[config.mk]
export PLATFORM = sky130hd
export DESIGN_NAME = seq_ripple_subtractor
export DESIGN_NICKNAME = d
export VERILOG_FILES = /design/src/rtl/seq_ripple_subtractor_pkg.sv /design/src/rtl/sub4_slice.sv /design/src/rtl/seq_ripple_subtractor.sv
export SDC_FILE = /design/constraint.sdc
export NUM_CORES = 1
export LEC_CHECK = 0
export CAP_MARGIN = 30
export CELL_PAD_IN_SITES_DETAIL_PLACEMENT = 1
export CELL_PAD_IN_SITES_GLOBAL_PLACEMENT = 2
export CORE_AREA = 2 2 95 97
export DETAILED_ROUTE_END_ITERATION = 8
export DIE_AREA = 0 0 97 99
export GPL_TIMING_DRIVEN = 0
export HOLD_SLACK_MARGIN = 0.05
export PLACE_DENSITY = 0.77
export SKIP_LAST_GASP = 1
export SLEW_MARGIN = 20
export SYNTH_ARGS = -nofsm -noshare
export SYNTH_HDL_FRONTEND = slang
export SYNTH_SLANG_ARGS = --single-unit
[constraint.sdc]
create_clock -name clk -period 4.13 [get_ports clk]
set_clock_uncertainty 0.1 [all_clocks]
set_input_delay 0.826 -clock clk [delete_from_list [all_inputs] [get_ports clk]]
set_output_delay 0.826 -clock clk [all_outputs]
set_load 0.03 [all_outputs]
[src/rtl/seq_ripple_subtractor_pkg.sv]
// Shared constants and types for the slice-serial ripple-borrow subtractor.
// Imported by the top level and by the 4-bit slice.
package seq_ripple_subtractor_pkg;

  localparam int SLICE = 4;

  typedef enum logic [1:0] {
    IDLE = 2'd0,
    RUN  = 2'd1,
    DONE = 2'd2
  } state_t;

  // Width of the slice index register; never narrower than one bit.
  function automatic int idx_width(input int width);
    int n_slices;
    n_slices = width / SLICE;
    return (n_slices <= 1) ? 1 : $clog2(n_slices);
  endfunction

endpackage

[src/rtl/sub4_slice.sv]
// Combinational 4-bit ripple-borrow subtractor slice: o_d = i_x - i_y - i_bin.
// Four full-subtractor cells, the borrow rippling from bit 0 upwards.
module sub4_slice
  import seq_ripple_subtractor_pkg::*;
(
  input  logic [SLICE-1:0] i_x,
  input  logic [SLICE-1:0] i_y,
  input  logic             i_bin,
  output logic [SLICE-1:0] o_d,
  output logic             o_bout
);

  logic [SLICE:0] w_borrow;

  assign w_borrow[0] = i_bin;

  for (genvar i = 0; i < SLICE; i++) begin : g_cell
    assign o_d[i]          = i_x[i] ^ i_y[i] ^ w_borrow[i];
    // Borrow when y exceeds x, or when they are equal and a borrow arrives.
    assign w_borrow[i + 1] = (~i_x[i] & i_y[i]) | (~(i_x[i] ^ i_y[i]) & w_borrow[i]);
  end

  assign o_bout = w_borrow[SLICE];

endmodule

[src/rtl/seq_ripple_subtractor.sv]
// Multi-cycle WIDTH-bit subtractor (a - b - bin), one 4-bit slice per clock, LSB first.
// Handshake: start is taken only while ready=1; done is a one-cycle pulse with diff/bout/ovf valid.
module seq_ripple_subtractor
  import seq_ripple_subtractor_pkg::*;
#(
  parameter int WIDTH = 16
)
(
  input  logic             clk,
  input  logic             rst,
  input  logic             start,
  input  logic [WIDTH-1:0] a,
  input  logic [WIDTH-1:0] b,
  input  logic             bin,
  output logic             ready,
  output logic             done,
  output logic [WIDTH-1:0] diff,
  output logic             bout,
  output logic             ovf,
  output logic [1:0]       dbg_state
);

  localparam int NSL = WIDTH / SLICE;
  localparam int IW  = idx_width(WIDTH);
  localparam int MSB = WIDTH - 1;
  localparam logic [IW-1:0] LAST_IDX = IW'(NSL - 1);

  if ((WIDTH % SLICE) != 0 || WIDTH < SLICE) begin : g_bad_width
    $error("seq_ripple_subtractor: WIDTH must be a positive multiple of SLICE");
  end

  state_t           r_state;
  state_t           w_next;
  logic [WIDTH-1:0] r_a;
  logic [WIDTH-1:0] r_b;
  logic             r_borrow;
  logic [IW-1:0]    r_idx;
  logic [WIDTH-1:0] r_diff;
  logic             r_bout;
  logic             r_ovf;

  logic [SLICE-1:0] w_xs;
  logic [SLICE-1:0] w_ys;
  logic [SLICE-1:0] w_d;
  logic             w_bo;
  logic             w_last;

  assign w_xs   = r_a[int'(r_idx) * SLICE +: SLICE];
  assign w_ys   = r_b[int'(r_idx) * SLICE +: SLICE];
  assign w_last = (r_idx == LAST_IDX);

  sub4_slice u_slice (
    .i_x    (w_xs),
    .i_y    (w_ys),
    .i_bin  (r_borrow),
    .o_d    (w_d),
    .o_bout (w_bo)
  );

  always_comb begin
    w_next = r_state;
    case (r_state)
      IDLE:    if (start) w_next = RUN;
      RUN:     if (w_last) w_next = DONE;
      DONE:    w_next = IDLE;
      default: w_next = IDLE;
    endcase
  end

  always_ff @(posedge clk) begin
    if (rst) begin
      r_state  <= IDLE;
      r_a      <= '0;
      r_b      <= '0;
      r_borrow <= 1'b0;
      r_idx    <= '0;
      r_diff   <= '0;
      r_bout   <= 1'b0;
      r_ovf    <= 1'b0;
    end else begin
      r_state <= w_next;
      case (r_state)
        IDLE: begin
          if (start) begin
            r_a      <= a;
            r_b      <= b;
            r_borrow <= bin;
            r_idx    <= '0;
          end
        end
        RUN: begin
          r_diff[int'(r_idx) * SLICE +: SLICE] <= w_d;
          r_borrow <= w_bo;
          r_idx    <= r_idx + 1'b1;
          // The top slice supplies both the final borrow and the result MSB.
          if (w_last) begin
            r_bout <= w_bo;
            r_ovf  <= (r_a[MSB] ^ r_b[MSB]) & (w_d[SLICE-1] ^ r_a[MSB]);
          end
        end
        default: ;
      endcase
    end
  end

  assign ready     = (r_state == IDLE);
  assign done      = (r_state == DONE);
  assign diff      = r_diff;
  assign bout      = r_bout;
  assign ovf       = r_ovf;
  assign dbg_state = r_state;

endmodule

==> reports/metrics.csv <==
stage;metric;value;unit
pwr;total_power;1092;uW
synthesis;synth.top_cells.by_count;74 x nand2_1, 55 x dfxtp_1, 46 x a21oi_1;
cts;total_setup_buffers_inserted_after_cts;0;
cts;clk_latency;310;ps
route;finalWirelength;6572;um
floorplanning;chipWidth;97;um
critical_path;worst-path-max-fanout;10;
synthesis;netlist_area;0.002531;sq mm
finish;nets;389;
critical_path;worstSetupPathType;reg -> reg;
pwr;worst_ir_drop_vdd;0.0001282;V
placement;dpl.cell_count;444;
placement;dpl-instance-area;0.003237;sq mm
global_routing;maximum_number_of_pins_on_one_net_before_global_route_repair;17;
route;detail_route.drc_violations;0;
timing;rsz0062_at_grt;false;
critical_path;cp.arrival;3750;ps
cts;htree_num_levels;2;
critical_path;r2r_cells;12;
global_routing;overflow;0;
timing;period_minus_slack;3628;ps
timing;post-route-period-util;87.86;%
synthesis;synth_nets;325;
timing;finalHoldViolations;0;
finish;num_antenna_cells;0;
floorplanning;core-area;0.008551;sq mm
critical_path;reg2reg_from;r_idx[0];
floorplanning;initial_utilization;29.60;%
global_routing;vias_in_the_first_global_route;2171;
synthesis;async_reset_ff_share;0;%
cts;clockBufferDepth;2;
cts;path_clk_slew;90;ps
placement;gp_congestion;0.7437;
timing;worst_margin_slew;626.9;ps
cts;cts_buffers;5;
finish;design_area_final;0.003322;sq mm
route;routed_via_density;4.697;
finish;sequential_cell_area_in_the_final_layout;0.001101;sq mm
global_routing;grt_antenna_before_repair;0;
route;ant_nets;0;
critical_path;worstSetupEndpointType;register;
synthesis;flip_flop_and_latch_count_after_synthesis;55;
cts;postCtsHoldBufs;0;
timing;final.setup.tns;0;ps
critical_path;worst_path_required_time;4250;ps
finish;drive_above_1_share;10.76;%
cts;clock_tree_from_tritoncts;done;
finish;multiInputGateArea;0.001270;sq mm
route;routedWlPerCell;14.54;um
flow_run;cap_violations;0;
cts;cts-resized-gates;0;
placement;detailedPlacementHpwl;5021;um
critical_path;timing.rr.end;ovf;
critical_path;crit_path_end;ovf;
min_path;hold_class;reg -> reg;
synthesis;post-synth-top-count-cell;nand2_1;
route;detailedRoute.firstIterationViolations;104;
synthesis;synth_area_per_cell;9.072;sq um
cts;cts_num_sinks;55;
synthesis;yosys.area.top_type_share;43.50;%
synthesis;syn_inst;279;
critical_path;worstSetupStartpointType;register;
timing;slew_viol_final;0;
placement;portBuffers;57;
synthesis;synthTopCellsByArea;dfxtp_1 43%, nand2_1 11%, a21oi_1 9.1%;
floorplanning;fp_rows;34;
synthesis;count_of_flip_flops_with_a_built_in_enable_after_synthesis;0;
global_routing;grt_first_pass_wirelength;11030;um
timing;timing.fmax;275.6;MHz
cts;cts.root.buffer_cell;clkbuf_8;
finish;layout-area-overhead-vs-synth;31.24;%
floorplanning;fp.dieH;99;um
floorplanning;floorplan.io_pins;58;
finish;number_of_fill_cells_in_the_layout;1019;
pwr;cellPowerDensity;328.9;mW/mm^2
timing;max_slew_margin;58.21;%
finish;share_of_the_core_filled_with_cells;38.85;%
critical_path;reg_to_reg_slack_setup;500;ps
synthesis;synth_warnings;0;
synthesis;synth_ff_type;dfxtp_1;
route;iteration_count_of_the_initial_detailed_routing_pass;4;
timing;setup-violations-final;0;
synthesis;synthDominantAreaCellType;dfxtp_1;
global_routing;global_route.usage.total;14.25;%
finish;layoutNonFillerInstCount;452;
route;vias;2123;
floorplanning;die-area;0.009603;sq mm
run_status;status;finished clean;
critical_path;critical_path.startpoint;r_idx[0];
pwr;p_leak;0.001161;uW
synthesis;synth_seq_area_share;43.50;%
synthesis;synth_unique_cells;33;
-- logic make-up after synthesis --
kind of cell	Yosys count	share of synthesized area [%]
AO/OA/AOI/OAI	58	14.29
adder cells (fa/ha/maj)	10	6.130
buffers and inverters	33	6.326
flip-flops	55	43.50
multiplexers	9	7.513
AND/OR/NAND/NOR	114	22.24
-- worst max-delay path: stages (launching register included) --
cell and delay [ps]:
dfxtp_1 530, buf_4 290, mux4_2 510, inv_1 110, fa_1 170, inv_1 50, fa_1 370, fa_1 370
inv_1 70, fa_1 540, nor2_1 140, a21oi_1 80, a211oi_1 210
-- metrics by stage --
| stage | hold WS (ps) | setup slack [ps] |
|---|---|---|
| after CTS | 361.7 | 457.1 |
| after floorplan | 333.1 | 875.1 |
| final | 357.2 | 501.5 |
| after global placement | 340.4 | 501.6 |
| after detailed placement | 347.8 | 477.2 |
| after global routing | 390.1 | 229.2 |
-- layout by cell type, fill, tap and decap left out, drive strengths merged, types with 5 or more instances in the layout --
cell / instances
clkdlybuf4s50: 57
clkbuf: 10
ha: 6
buf: 14
nor2: 9
nand4: 5
o32ai: 8
dfxtp: 55
a21oi: 46
mux4: 8
nand2: 74
nand2b: 6
inv: 15
-- final cells by class --
cell class,instances,area share [%]
well taps,108,4.068
plain buffers,18,3.126
multi-input cells,191,38.23
inverters,15,1.695
clock inverters,2,0.3766
clock buffers,6,2.185
repair buffers,57,17.18
flip-flops and latches,55,33.15
-- how the worst min path moves through the flow --
stage	endpoint	slack, ps	startpoint	cells past startpoint
after global routing	r_a[4]	390	r_a[4]	2
after CTS	r_b[8]	360	r_b[8]	2
after global placement	r_b[10]	340	r_b[10]	2
after detailed placement	r_b[8]	350	r_b[8]	2
after floorplan	r_a[10]	330	r_a[10]	2
final	r_b[8]	360	r_b[8]	2
-- metal layers --
layer	up-vias	GRT usage, %	share of wire (%)
met5	-	0	0
met4	0	2.925	0.67
met3	5	3.050	3.9
met2	47	23.66	47
met1	999	19.26	48
li1	1072	-	-
-- state kept, by name, summed over array words and instances, names as in the netlist --
register / flops
diff: 16
r_borrow: 1
r_idx: 2
r_a: 16
dbg_state: 2
r_b: 16
ovf: 1
bout: 1
-- power breakdown --
| group | internal, uW | total [uW] | switching, uW |
|---|---|---|---|
| registers | 554 | 571 | 16.5 |
| logic | 108 | 228 | 120 |
| clock network | 119 | 293 | 174 |
(Power assumes the default switching activity.)
